--- src/rtl/nn_layer_sequencer_if.sv ---
// Control/datapath bundle for one fully-connected layer sequencer.
// Latency: none (wires only).
// Backpressure: hold stalls read issue while the sequencer is in its MAC phase.
interface nn_layer_sequencer_if #(
  parameter int IN_AW  = 2,
  parameter int OUT_AW = 2,
  parameter int W_AW   = 4
);
  logic              start;
  logic              hold;
  logic              busy;
  logic              done;
  logic              rd_en;
  logic [IN_AW-1:0]  in_addr;
  logic [W_AW-1:0]   w_addr;
  logic              acc_clr;
  logic              acc_en;
  logic              out_we;
  logic [OUT_AW-1:0] out_addr;

  // Sequencer side: takes commands, drives the MAC and memory strobes.
  modport master (
    input  start, hold,
    output busy, done, rd_en, in_addr, w_addr, acc_clr, acc_en, out_we, out_addr
  );

  // Controller/datapath side.
  modport slave (
    output start, hold,
    input  busy, done, rd_en, in_addr, w_addr, acc_clr, acc_en, out_we, out_addr
  );
endinterface

--- src/rtl/nn_layer_sequencer.sv ---
// Sequences one FC layer: per neuron clear acc, issue N_IN reads, drain, write.
// Latency: N_OUT*(N_IN+3) cycles from the start edge to done (no stalls); all outputs registered.
// Backpressure: hold sampled in MAC suppresses the next read issue and freezes i/w/state.
module nn_layer_sequencer #(
  parameter int N_IN   = 4,
  parameter int N_OUT  = 4,
  parameter int IN_AW  = 2,
  parameter int OUT_AW = 2,
  parameter int W_AW   = 4
) (
  input  logic                  clk,
  input  logic                  rst,
  nn_layer_sequencer_if.master  bus
);

  typedef enum logic [2:0] {
    S_IDLE, S_CLEAR, S_MAC, S_DRAIN, S_WRITE, S_DONE
  } state_t;

  localparam logic [IN_AW-1:0]  I_LAST = IN_AW'(N_IN - 1);
  localparam logic [OUT_AW-1:0] J_LAST = OUT_AW'(N_OUT - 1);

  state_t state_q, state_d;

  // i/w hold the index of the read being issued (or pending, when stalled).
  logic [IN_AW-1:0]  i_q, i_d;
  logic [OUT_AW-1:0] j_q, j_d;
  logic [W_AW-1:0]   w_q, w_d;

  logic              busy_q, busy_d;
  logic              done_q, done_d;
  logic              rd_en_q, rd_en_d;
  logic [IN_AW-1:0]  in_addr_q, in_addr_d;
  logic [W_AW-1:0]   w_addr_q, w_addr_d;
  logic              acc_clr_q, acc_clr_d;
  logic              acc_en_q, acc_en_d;
  logic              out_we_q, out_we_d;
  logic [OUT_AW-1:0] out_addr_q, out_addr_d;

  // Next state and next registered outputs; outputs are decoded one cycle
  // ahead so each output cycle lines up with the state it belongs to.
  always_comb begin
    state_d    = state_q;
    i_d        = i_q;
    j_d        = j_q;
    w_d        = w_q;
    busy_d     = busy_q;
    done_d     = 1'b0;
    rd_en_d    = 1'b0;
    in_addr_d  = in_addr_q;
    w_addr_d   = w_addr_q;
    acc_clr_d  = 1'b0;
    acc_en_d   = rd_en_q;
    out_we_d   = 1'b0;
    out_addr_d = out_addr_q;

    case (state_q)
      S_IDLE: begin
        if (bus.start) begin
          state_d   = S_CLEAR;
          i_d       = '0;
          j_d       = '0;
          w_d       = '0;
          busy_d    = 1'b1;
          acc_clr_d = 1'b1;
        end
      end
      S_CLEAR: begin
        // First read of a neuron is always issued: hold only matters in MAC.
        state_d   = S_MAC;
        rd_en_d   = 1'b1;
        in_addr_d = i_q;
        w_addr_d  = w_q;
      end
      S_MAC: begin
        if (rd_en_q) begin
          // The read of index i went out this cycle.
          w_d = w_q + W_AW'(1);
          if (i_q == I_LAST) begin
            state_d = S_DRAIN;
          end else begin
            i_d = i_q + IN_AW'(1);
            if (!bus.hold) begin
              rd_en_d   = 1'b1;
              in_addr_d = i_d;
              w_addr_d  = w_d;
            end
          end
        end else if (!bus.hold) begin
          // Stalled cycle: re-attempt the pending index.
          rd_en_d   = 1'b1;
          in_addr_d = i_q;
          w_addr_d  = w_q;
        end
      end
      S_DRAIN: begin
        // Lets acc_en cover the final read before the result is written.
        state_d    = S_WRITE;
        out_we_d   = 1'b1;
        out_addr_d = j_q;
      end
      S_WRITE: begin
        if (j_q == J_LAST) begin
          state_d = S_DONE;
          done_d  = 1'b1;
        end else begin
          state_d   = S_CLEAR;
          j_d       = j_q + OUT_AW'(1);
          i_d       = '0;
          acc_clr_d = 1'b1;
        end
      end
      S_DONE: begin
        state_d = S_IDLE;
        busy_d  = 1'b0;
      end
      default: begin
        state_d = S_IDLE;
        busy_d  = 1'b0;
      end
    endcase
  end

  // State, counters and output registers; reset aborts any layer in flight.
  always_ff @(posedge clk or posedge rst) begin
    if (rst) begin
      state_q    <= S_IDLE;
      i_q        <= '0;
      j_q        <= '0;
      w_q        <= '0;
      busy_q     <= 1'b0;
      done_q     <= 1'b0;
      rd_en_q    <= 1'b0;
      in_addr_q  <= '0;
      w_addr_q   <= '0;
      acc_clr_q  <= 1'b0;
      acc_en_q   <= 1'b0;
      out_we_q   <= 1'b0;
      out_addr_q <= '0;
    end else begin
      state_q    <= state_d;
      i_q        <= i_d;
      j_q        <= j_d;
      w_q        <= w_d;
      busy_q     <= busy_d;
      done_q     <= done_d;
      rd_en_q    <= rd_en_d;
      in_addr_q  <= in_addr_d;
      w_addr_q   <= w_addr_d;
      acc_clr_q  <= acc_clr_d;
      acc_en_q   <= acc_en_d;
      out_we_q   <= out_we_d;
      out_addr_q <= out_addr_d;
    end
  end

  assign bus.busy     = busy_q;
  assign bus.done     = done_q;
  assign bus.rd_en    = rd_en_q;
  assign bus.in_addr  = in_addr_q;
  assign bus.w_addr   = w_addr_q;
  assign bus.acc_clr  = acc_clr_q;
  assign bus.acc_en   = acc_en_q;
  assign bus.out_we   = out_we_q;
  assign bus.out_addr = out_addr_q;

endmodule

--- src/flat_wrapper.sv ---
// flat-port wrapper written by rule: the top's interface ports become plain ports
module nn_layer_sequencer_flat 
#(
  parameter int N_IN   = 4,
  parameter int N_OUT  = 4,
  parameter int IN_AW  = 2,
  parameter int OUT_AW = 2,
  parameter int W_AW   = 4
)
  (clk, rst, bus_start, bus_hold, bus_busy, bus_done, bus_rd_en, bus_in_addr, bus_w_addr, bus_acc_clr, bus_acc_en, bus_out_we, bus_out_addr);
  nn_layer_sequencer_if #(.IN_AW(IN_AW), .OUT_AW(OUT_AW), .W_AW(W_AW)) bus_i ();
  input  logic clk;
  input  logic rst;
  input wire logic [$bits(bus_i.start)-1:0] bus_start;
  input wire logic [$bits(bus_i.hold)-1:0] bus_hold;
  output wire logic [$bits(bus_i.busy)-1:0] bus_busy;
  output wire logic [$bits(bus_i.done)-1:0] bus_done;
  output wire logic [$bits(bus_i.rd_en)-1:0] bus_rd_en;
  output wire logic [$bits(bus_i.in_addr)-1:0] bus_in_addr;
  output wire logic [$bits(bus_i.w_addr)-1:0] bus_w_addr;
  output wire logic [$bits(bus_i.acc_clr)-1:0] bus_acc_clr;
  output wire logic [$bits(bus_i.acc_en)-1:0] bus_acc_en;
  output wire logic [$bits(bus_i.out_we)-1:0] bus_out_we;
  output wire logic [$bits(bus_i.out_addr)-1:0] bus_out_addr;
  assign bus_i.start = bus_start;
  assign bus_i.hold = bus_hold;
  assign bus_busy = bus_i.busy;
  assign bus_done = bus_i.done;
  assign bus_rd_en = bus_i.rd_en;
  assign bus_in_addr = bus_i.in_addr;
  assign bus_w_addr = bus_i.w_addr;
  assign bus_acc_clr = bus_i.acc_clr;
  assign bus_acc_en = bus_i.acc_en;
  assign bus_out_we = bus_i.out_we;
  assign bus_out_addr = bus_i.out_addr;
  nn_layer_sequencer #(.N_IN(N_IN), .N_OUT(N_OUT), .IN_AW(IN_AW), .OUT_AW(OUT_AW), .W_AW(W_AW)) u_core (.clk(clk), .rst(rst), .bus(bus_i));
endmodule
--- config.mk ---
export PLATFORM = sky130hd
export DESIGN_NAME = nn_layer_sequencer_flat
export DESIGN_NICKNAME = d
export VERILOG_FILES = /design/src/rtl/nn_layer_sequencer_if.sv /design/src/rtl/nn_layer_sequencer.sv /design/src/flat_wrapper.sv
export SDC_FILE = /design/constraint.sdc
export NUM_CORES = 1
export LEC_CHECK = 0
export ABC_AREA = 1
export CAP_MARGIN = 0
export CORE_UTILIZATION = 45
export CTS_CLUSTER_SIZE = 8
export DETAILED_ROUTE_END_ITERATION = 8
export GPL_TIMING_DRIVEN = 0
export PLACE_DENSITY = 0.78
export RECOVER_POWER = 25
export SLEW_MARGIN = 20
export SYNTH_ARGS = -nofsm -noshare
export SYNTH_HDL_FRONTEND = slang
export SYNTH_SLANG_ARGS = --single-unit
--- constraint.sdc ---
create_clock -name clk -period 4.1 [get_ports clk]
set_clock_uncertainty 0.2 [all_clocks]
set_input_delay 0.82 -clock clk [delete_from_list [all_inputs] [get_ports clk]]
set_output_delay 0.82 -clock clk [all_outputs]
set_load 0.02 [all_outputs]
-- After elaboration in Yosys (flattened, before gate mapping)
Cells that the tools add are included.
- bitwise operators: 1
- multiplexer cells: 37
- reductions and logical operators: 12
- equality and inequality tests: 14
- $add $sub $neg: 3
- operators with widths (kind ; number):
    $mux W4 ; 6
    $mux W2 ; 9
    $pmux W4 S2 ; 2
    $pmux W3 S5 ; 1
    $mux W3 ; 4
    $mux W1 ; 9
    $reduce_and A3 Y1 ; 3
    $pmux W2 S2 ; 2
    $eq A3 B2 Y1 const B ; 2
    $ne A2 B2 Y1 const B ; 3
    $ne A3 B2 Y1 const B ; 2
    $pmux W1 S2 ; 3
    $pmux W2 S3 ; 1
    $reduce_bool A2 Y1 ; 3
    $reduce_and A5 Y1 ; 1
    $add A2 B1 Y2 const B ; 2
    $add A4 B1 Y4 const B ; 1
    $eq A2 B2 Y1 const B ; 2
    $ne A2 B1 Y1 const B ; 2
    $reduce_and A4 Y1 ; 1
    $reduce_or A4 Y1 ; 1
    $eq A3 B1 Y1 const B ; 1
    $eq A3 B3 Y1 const B ; 1
    $logic_not A3 Y1 ; 1
    4 further kinds ; 4
- input bits: 4
- bits in registers: 25
- word-level logic and storage cells: 80

-- Depth between registers and ports, before layout
Gate-level depths: netlist (run 1).
- depth in word-level cells: 5
- depth in mapped cells: 8

-- Worst setup path after synthesis (run 1)
No wires, ideal clock.
- kind: input-to-reg
- start: in bus_hold
- end: reg u_core.w_addr_q[0] (netlist: u_core.bus.w_addr[0])
- slack: 2.468 ns
- required time: 3.783 ns
- path buffers: 0
- stages: 6
- setup time: 0.117 ns
- data arrival time: 1.315 ns
- path through: a21oi_1 > nor2_2 > nor2_4 > inv_4 > nand2_1 > nand2_1
- longest elaborated chain between the ends: 2
- ends and longest elaborated chain (element ; RTL line ; source):
    start: declaration ; flat_wrapper.sv:15 ; input wire logic [$bits(bus_i.hold)-1:0] bus_hold;
    $ne A3 B2 Y1 (no source line) ; -- ;
    $reduce_and A4 Y1 (no source line) * ; -- ;
    end signal: assignment ; nn_layer_sequencer.sv:149 ; w_addr_q <= w_addr_d;
    end: declaration ; nn_layer_sequencer.sv:34 ; logic [W_AW-1:0] w_addr_q, w_addr_d;
Every way passes the cells marked *; elsewhere a longest branch is shown, timed or not.
A chain may end at the register's enable or synchronous reset.

-- Final worst setup path (run 1)
- start: reg u_core.busy_q (netlist: u_core.bus.busy)
- end: out bus_busy
- RTL lines (element ; RTL line ; source):
    start: declaration ; nn_layer_sequencer.sv:30 ; logic busy_q, busy_d;
    start signal: assignment ; nn_layer_sequencer.sv:145 ; busy_q <= busy_d;
    end: declaration ; flat_wrapper.sv:16 ; output wire logic [$bits(bus_i.busy)-1:0] bus_busy;
No word-level cell between the ends.

==> key figures, run 1 <==
Final layout
  • Synth-to-Final Area Change: 19.1%
  • Utilization after layout: 57.5%
  • Layout cells sized above 1: 8.43%
  • Non-Filler Instances: 196
  • Final nets: 175
  • Fill cell count: 228
  • FF/Latch Area: 626 sq um
  • Multi-input gate area: 485 sq um
  • # diodes: 0

Floorplanning
  • Chip height: 53.8 um
  • Starting Density: 48.3%
  • Cell row count: 18
  • Die ar.: 2890 sq um
  • DIE WIDTH: 53.8 um
  • I/O Pins: 18
  • Core area: 2500 sq um

Placement
  • Post-placement cell count: 192
  • Final HPWL DP: 1640 um
  • GP Congestion: 0.854
  • Port-buffer cells: 17

Clock tree
  • Setup Buffers After CTS: 0
  • TritonCTS clock tree: yes
  • Worst-path clk slew: 0.14 ns
  • Post-CTS Resized: 0
  • Clk sink count: 25
  • Clock root buffer: clkbuf_4
  • Htree depth: 1
  • Num CTS Buffers: 3
  • Post-CTS Hold Buffers: 0
  • Clk_lat worst skew: 0.33 ns
  • CTS max path bufs: 2

Logic synthesis
  • Cell area after synthesis: 1210 sq um
  • Syn Nets: 153
  • Top FF cell, synth: dfrtp_1
  • Post-synthesis cell count: 145
  • Sequential share of the synthesized area: 51.8%
  • Ys async rst share: 100%
  • Yosys warns: 0
  • Top cells by area, synth: dfrtp_1 (52%), nand2_1 (15%), inv_1 (6.5%)
  • Synth cell count leaders: nand2_1 (49), dfrtp_1 (25), inv_1 (21)
  • Count leader, synth: nand2_1
  • EDFF count, synth: 0
  • Syn Area/Cell: 8.33 sq um
  • Synth unique cells: 20
  • Post-synth top area cell: dfrtp_1
  • Post-synth top area share: 51.8%
  • Number of synthesized register bits: 25

Global route
  • Total track usage: 17.9%
  • Pin count of the biggest net entering global routing: 26
  • Global-route wire length before repair: 3680 um
  • Vias in the first global route: 896
  • Antenna violations before repair: 0
  • Global route total overflow: 0

Timing
  • Worst Max-Slew Pin Slew: 0.905 ns
  • Fin crit period: 2.34 ns
  • Final hold vios: 0
  • Final period util: 57.1%
  • Slew headroom: 39.6%
  • RSZ-0062 raised after global routing: false
  • Max frequency: 427 MHz
  • Final setup violation count: 0
  • Sum Neg Setup Slack: 0 ns
  • Fin. max-slew vios: 0

Route
  • Routed Antenna Nets: 0
  • Residual DRC count: 0
  • Post-Route WL: 2120 um
  • Routed vias: 962
  • Wire per inst: 10.8 um
  • First-pass DRT Iterations: 4
  • Post-DR vias/cell: 4.91
  • Initial DRC count: 16

Worst setup path
  • Crit path max-delay family: buffers and inverters
  • Startpoint Class: flip-flop
  • Crit-path slowest cell: clkdlybuf4s50_1
  • Max stage delay on crit path: 0.61 ns
  • Critical-path cell list: clkdlybuf4s50_1
  • Worst Path Arrival: 1.32 ns
  • Crit path buffers/inverters: 1
  • Critical path class: flip-flop to output port
  • Critical path fanouts, max: 2
  • CP Capture Type: output port
  • Worst EP required: 3.08 ns

Run
  • Max cap viols: 0

Power and ir drop
  • Max VDD drop: 0.473 mV
  • Power Density: 719 nW/um^2
  • Leak pwr: 0.000768 uW

Run status
  • Status: finished, final reports clean

Hold path
  • Hold crit path type: flip-flop to flip-flop
-- placed cells by master, fill, tap and decap left out, drive strengths merged --
| cell | instances |
|---|---|
| nand2 | 52 |
| dfrtp | 25 |
| inv | 22 |
| clkdlybuf4s50 | 16 |
| nand3 | 13 |
| nor2 | 11 |
| o21ai | 7 |
| ha | 4 |
| clkbuf | 4 |
| a21oi | 2 |
| xnor2 | 2 |
| o22ai | 2 |
| nand3b | 1 |
| o22a | 1 |
| and3 | 1 |
| nand4 | 1 |
| clkinvlp | 1 |
| dlygate4sd3 | 1 |
-- report_power, final --
part | total (uW) | internal (uW) | switching (uW)
Combinational | 519 | 205 | 314
Clock | 112 | 37.3 | 74.6
Sequential | 403 | 332 | 70.7
Total | 1030 | 575 | 459
-- routing by layer --
layer,part of all wire [%],track usage [%]
met1,45,21.6
met2,49,30.2
met3,4.7,5.93
met4,0.47,4.82
met5,0,0
-- final timing paths --
kind	from	to	slack [ns]	cells after the start
worst min-delay path	u_core.bus.rd_en	u_core.bus.acc_en	0.21	0
worst max register to register	u_core.state_q[1]	u_core.i_q[0]	2.40	6
max in group asynchronous	rst	u_core.bus.rd_en	2.37	2
min in group asynchronous	rst	u_core.bus.out_addr[0]	0.76	2
worst max-delay path	u_core.bus.busy	bus_busy	1.76	1
worst min register to register	u_core.bus.rd_en	u_core.bus.acc_en	0.21	0
-- logic make-up (layout without fill, tap and decap cells) --
| family | after synthesis | in the layout | synth area share, % |
|---|---|---|---|
| buf+inv | 23 | 44 | 7.36 |
| xor+xnor | 2 | 2 | 1.45 |
| fa+ha+maj | 4 | 4 | 4.15 |
| compound gates | 12 | 12 | 5.49 |
| flops | 25 | 25 | 51.8 |
| simple gates | 79 | 79 | 29.7 |
-- state kept, by name (all words and copies together), names as in the netlist --
| name | cells |
|---|---|
| u_core.bus.out_we | 1 |
| u_core.j_q | 2 |
| u_core.bus.in_addr | 2 |
| u_core.bus.out_addr | 2 |
| u_core.bus.rd_en | 1 |
| u_core.state_q | 3 |
| u_core.bus.acc_en | 1 |
| u_core.w_q | 4 |
| u_core.i_q | 2 |
| u_core.bus.done | 1 |
| u_core.bus.w_addr | 4 |
| u_core.bus.busy | 1 |
| u_core.bus.acc_clr | 1 |
-- final cells by class --
type                       count  share of cell area [%]
sequential                    25                    43.5
multi-input combinational     97                    33.8
timing repair buffer          17                    11.8
inverter                      22                    5.92
tap                           30                    2.61
clock buffer                   3                    1.57
clock inverter                 1                   0.522
buffer                         1                   0.261
-- through the flow --
stage | setup WS, ns | hold WS (ns) | instance area [sq um] | power [uW]
after floorplan | 2.47 | 0.275 | 1210 | 765
after global placement | 1.95 | 0.182 | 1420 | 916
after detailed placement | 1.89 | 0.187 | 1420 | 940
after CTS | 1.75 | 0.218 | 1450 | 1060
after global routing | 1.71 | 0.233 | 1440 | 1130
final | 1.76 | 0.215 | 1440 | 1030
(Power assumes the default switching activity.)
==> run 2: changes to the inputs <==
- clock period: 4.1 -> 2.35 ns (I/O delays scaled with it)
==> run 2 against run 1 <==
Against the previous run:
- sequential share of layout area did not move
- count of clock-buffer cells in the layout stayed put
- sequential power rose by 74%
- core utilization did not move
- combinational power is 75% higher
- flip-flop and latch count unchanged
- first-iteration DRC count did not move
- power increased by 74%
==> key figures, run 2 (synthesized netlist as in run 1, its figures left out) <==
Run status
  • Status: finished, final reports clean

Clock tree
  • Clk_lat worst skew: 0.33 ns (about the same)
  • Worst-path clk slew: 0.14 ns (about the same)
  • Post-CTS Resized: 0 (unchanged)
  • TritonCTS clock tree: yes
  • Setup Buffers After CTS: 0 (unchanged)
  • Htree depth: 1 (unchanged)
  • CTS max path bufs: 2 (unchanged)
  • Num CTS Buffers: 3 (unchanged)
  • Clk sink count: 25 (unchanged)
  • Post-CTS Hold Buffers: 0 (unchanged)
  • Clock root buffer: clkbuf_4

Route
  • Routed Antenna Nets: 0 (unchanged)
  • Initial DRC count: 16 (unchanged)
  • Post-Route WL: 2120 um (about the same)
  • Residual DRC count: 0 (unchanged)
  • Wire per inst: 10.8 um (about the same)
  • First-pass DRT Iterations: 4 (unchanged)
  • Routed vias: 962 (unchanged)
  • Post-DR vias/cell: 4.91 (unchanged)

Final layout
  • Layout cells sized above 1: 8.43% (unchanged)
  • Non-Filler Instances: 196 (unchanged)
  • Commonest cells after routing, fill and taps aside: nand2_1 (49), dfrtp_1 (25), inv_1 (21)
  • Commonest non-fill, non-tap cell in the layout: nand2_1
  • FF/Latch Area: 626 sq um (unchanged)
  • Synth-to-Final Area Change: 19.1% (unchanged)
  • Fill cell count: 228 (unchanged)
  • Final nets: 175 (unchanged)
  • Fin area: 1440 sq um (unchanged)
  • # diodes: 0 (unchanged)
  • Multi-input gate area: 485 sq um (unchanged)

Floorplanning
  • Starting Density: 48.3% (unchanged)
  • Chip height: 53.8 um (unchanged)
  • I/O Pins: 18 (unchanged)
  • Cell row count: 18 (unchanged)
  • DIE WIDTH: 53.8 um (unchanged)
  • Die ar.: 2890 sq um (unchanged)
  • Core area: 2500 sq um (unchanged)

Placement
  • Port-buffer cells: 17 (unchanged)
  • GP Congestion: 0.854 (unchanged)
  • Area after DPL: 1420 sq um (unchanged)
  • Final HPWL DP: 1640 um (unchanged)
  • Post-placement cell count: 192 (unchanged)

Worst setup path
  • R2r worst-path depth: 6 (unchanged)
  • R2R Setup Slk: 0.64 ns (-1.76 ns)
  • Critical path fanouts, max: 2 (unchanged)
  • Crit path buffers/inverters: 1 (unchanged)
  • Crit-path slowest cell: clkdlybuf4s50_1
  • Startpoint Class: flip-flop
  • Critical-path cell list: clkdlybuf4s50_1
  • Critical path class: flip-flop to output port
  • Worst Path Arrival: 1.32 ns (about the same)
  • Max stage delay on crit path: 0.61 ns (about the same)
  • RR Startpoint: u_core.state_q[1]
  • Crit path launch: u_core.bus.busy
  • Crit path max-delay family: buffers and inverters
  • Worst EP required: 1.68 ns (-1.40 ns)
  • CP Capture Type: output port
  • Reg2reg end: u_core.i_q[0]

Global route
  • Antenna violations before repair: 0 (unchanged)
  • Global-route wire length before repair: 3680 um (unchanged)
  • Vias in the first global route: 896 (unchanged)
  • Pin count of the biggest net entering global routing: 26 (unchanged)
  • Total track usage: 17.9% (unchanged)
  • Global route total overflow: 0 (unchanged)

Hold path
  • Worst Hold Endpoint: u_core.bus.acc_en
  • Hold crit path type: flip-flop to flip-flop
  • Hold Startpoint: u_core.bus.rd_en
  • Hold depth: 0 (unchanged)

Timing
  • Final setup violation count: 0 (unchanged)
  • Slew headroom: 39.5% (about the same)
  • Hold slack: 0.215 ns (-0.00000100 ns)
  • Final hold vios: 0 (unchanged)
  • RSZ-0062 raised after global routing: false
  • Final period util: 84.7%
  • Max frequency: 503 MHz
  • Fin. max-slew vios: 0 (unchanged)
  • Worst Max-Slew Pin Slew: 0.906 ns (+0.000475 ns)
  • Fin crit period: 1.99 ns
  • Sum Neg Setup Slack: 0 ns (unchanged)

Power and ir drop
  • Overall power: 1800 uW (+74%)
  • Leak pwr: 0.000768 uW (unchanged)
  • Power Density: 1250 nW/um^2 (+74%)
  • Max VDD drop: 0.826 mV (+75%)

Run
  • Max cap viols: 0 (unchanged)
[run 2: stage by stage]
stage / setup slack, ns / util, %
after floorplan: 0.870 / -
after global placement: 0.547 / 56.6
after detailed placement: 0.494 / 56.6
after CTS: 0.347 / 57.8
after global routing: 0.313 / 57.5
final: 0.360 / 57.5
[run 2: cell type report]
type | count | share of cell area [%]
clock buffers | 3 | 1.57
repair buffers | 17 | 11.8
flip-flops and latches | 25 | 43.5
inverters | 22 | 5.92
clock inverters | 1 | 0.522
well taps | 30 | 2.61
multi-input cells | 97 | 33.8
plain buffers | 1 | 0.261
[run 2: worst max-delay path by stage]
stage | to | slack (ns) | cells past startpoint
after global placement | u_core.bus.in_addr[0] | 0.55 | 2
after floorplan | u_core.bus.w_addr[0] | 0.87 | 7
after CTS | bus_busy | 0.35 | 1
after global routing | bus_out_addr[0] | 0.31 | 1
final | bus_busy | 0.36 | 1
after detailed placement | u_core.bus.acc_en | 0.49 | 2
[run 2: power by group]
group          leakage (uW)  switching, uW  internal, uW  total [uW]
combinational      0.000424            548           358         906
clock             0.0000139            130          65.1         195
sequential         0.000330            123           580         703
[run 2: per-layer routing]
layer  global-route usage [%]  vias to the layer above  routed length (um)
met4                     4.82                        0                  10
li1                         -                      494                   -
met2                     30.2                       23                1050
met3                     5.93                        3                 100
met5                        0                        -                   0
met1                     21.6                      442                 956
==> run 3: changes to the inputs <==
- PLACE_DENSITY: 0.78 -> 0.81
- clock period: 2.35 -> 1.7 ns (I/O delays scaled with it)
==> run 3 against run 2 <==
Against the previous run:
- critical path depth stayed put
- sequential share of layout area up 0.12 points
- global-route usage rose by 0.35 points
- critical path type unchanged
- highest routed layer unchanged
==> key figures, run 3 (synthesized netlist as in run 1, its figures left out) <==
Timing
  • Final setup violation count: 0 (unchanged)
  • Max frequency: 627 MHz
  • RSZ-0062 raised after global routing: false
  • Fin. max-slew vios: 0 (unchanged)
  • Hold slack: 0.208 ns (-0.00728 ns)
  • Worst Max-Slew Pin Slew: 0.927 ns (+0.0212 ns)
  • Slew headroom: 38.1% (-1.4 points)
  • Final hold vios: 0 (unchanged)
  • Fin crit period: 1.59 ns
  • Final period util: 93.8%
  • Sum Neg Setup Slack: 0 ns (unchanged)

Route
  • Post-DR vias/cell: 4.98 (+1.6%)
  • First-pass DRT Iterations: 4 (unchanged)
  • Post-Route WL: 2210 um (+4.3%)
  • Initial DRC count: 12 (-4)
  • Residual DRC count: 0 (unchanged)
  • Routed Antenna Nets: 0 (unchanged)
  • Routed vias: 987 (+2.6%)
  • Wire per inst: 11.2 um (+3.3%)

Worst setup path
  • Max stage delay on crit path: 0.41 ns (-0.20 ns)
  • CP Capture Type: output port
  • Crit-path slowest cell: dfrtp_1
  • Critical path class: flip-flop to output port
  • Critical-path cell list: dlygate4sd2_1
  • Critical path fanouts, max: 2 (unchanged)
  • Crit path buffers/inverters: 1 (unchanged)
  • Startpoint Class: flip-flop
  • Worst EP required: 1.16 ns (-0.52 ns)
  • Worst Path Arrival: 1.05 ns (-0.27 ns)
  • Crit path max-delay family: flip-flops

Power and ir drop
  • Overall power: 2440 uW (+35%)
  • Max VDD drop: 0.963 mV (+17%)
  • Power Density: 1700 nW/um^2 (+35%)
  • Leak pwr: 0.000825 uW (+7.4%)

Placement
  • Final HPWL DP: 1730 um (+5.6%)
  • GP Congestion: 0.837 (-2.0%)
  • Area after DPL: 1420 sq um (unchanged)
  • Port-buffer cells: 17 (unchanged)

Final layout
  • Commonest cells after routing, fill and taps aside: nand2_1 (49), dfrtp_1 (24), inv_1 (21)
  • Layout cells sized above 1: 9.52% (+1.1 points)
  • Synth-to-Final Area Change: 19.0% (about the same)
  • Final nets: 177 (+1.1%)
  • Commonest non-fill, non-tap cell in the layout: nand2_1
  • # diodes: 0 (unchanged)
  • Fin area: 1440 sq um (about the same)

Global route
  • Total track usage: 18.2% (+0.35 points)
  • Global route total overflow: 0 (unchanged)
  • Pin count of the biggest net entering global routing: 26 (unchanged)
  • Vias in the first global route: 914 (+2.0%)
  • Antenna violations before repair: 0 (unchanged)
  • Global-route wire length before repair: 3740 um (+1.5%)

Clock tree
  • Clk_lat worst skew: 0.31 ns (-0.02 ns)
  • Clock root buffer: clkbuf_4
  • Post-CTS Hold Buffers: 0 (unchanged)
  • Htree depth: 1 (unchanged)
  • CTS max path bufs: 2 (unchanged)
  • TritonCTS clock tree: yes
  • Worst-path clk slew: 0.13 ns (about the same)
  • Clk sink count: 25 (unchanged)
  • Num CTS Buffers: 3 (unchanged)

Floorplanning
  • DIE WIDTH: 53.8 um (unchanged)
  • Starting Density: 48.3% (unchanged)
  • Cell row count: 18 (unchanged)
  • Chip height: 53.8 um (unchanged)
  • Core area: 2500 sq um (unchanged)
  • Die ar.: 2890 sq um (unchanged)
  • I/O Pins: 18 (unchanged)

Run status
  • Status: finished, final reports clean

Hold path
  • Hold crit path type: flip-flop to flip-flop

Run
  • Max cap viols: 0 (unchanged)
[run 3: layout make-up]
type | instances | area (sq um)
Buffer | 1 | 3.75
Clock buffer | 4 | 26.3
Tap cell | 30 | 37.5
Inverter | 22 | 85.1
Timing Repair Buffer | 19 | 164
Multi-Input combinational cell | 97 | 493
Sequential cell | 25 | 627
Fill cell | 245 | 1060
[run 3: path summary, 6_finish.rpt]
path	start	end	slack [ns]	cells past startpoint
max reg2reg	u_core.i_q[0]	u_core.bus.in_addr[1]	0.11	7
max	u_core.bus.busy	bus_busy	0.11	1
min	u_core.bus.rd_en	u_core.bus.acc_en	0.21	0
max in group asynchronous	rst	u_core.i_q[0]	0.36	2
min in group asynchronous	rst	u_core.bus.out_addr[0]	0.31	2
min reg2reg	u_core.bus.rd_en	u_core.bus.acc_en	0.21	0
[run 3: per-layer routing]
layer  up-vias  track usage (%)  part of all wire [%]  wire length (um)
li1        496                -                     -                 -
met1       463             21.2                    43               948
met2        21             30.7                    50              1100
met3         7             3.11                   4.1                91
met4         0             11.8                   3.0                66
met5         -                0                     0                 0
[run 3: worst register-to-register path, cell delays in order (launching register included)]
cell	delay (ns)
dfrtp_2	0.42
ha_1	0.22
a21oi_1	0.20
nor2_2	0.08
nor2_4	0.20
inv_4	0.07
nand2_1	0.06
nand2_1	0.05
[run 3: timing repair]
item / 4_1_cts / 5_1_grt
setup endpoints to repair: 14 / 6
cloned: 0 / 0
pin swaps: 0 / 1
setup buffers: 0 / 2
gates resized for setup: 14 / 1
[run 3: stage by stage]
step	worst slack [ns]	std cells	util, %
floorplan	0.220	145	-
global placement	0.0282	192	56.6
detailed placement	-0.0208	192	56.6
CTS	0.0330	196	57.0
global route	0.00434	198	57.5
finish	0.106	198	57.5
[run 3: power breakdown]
| group | internal, uW | total (uW) | leakage, uW | switching (uW) |
|---|---|---|---|---|
| clock network | 91.8 | 262 | 0.0000150 | 171 |
| logic | 428 | 1200 | 0.000481 | 773 |
| registers | 802 | 973 | 0.000328 | 171 |
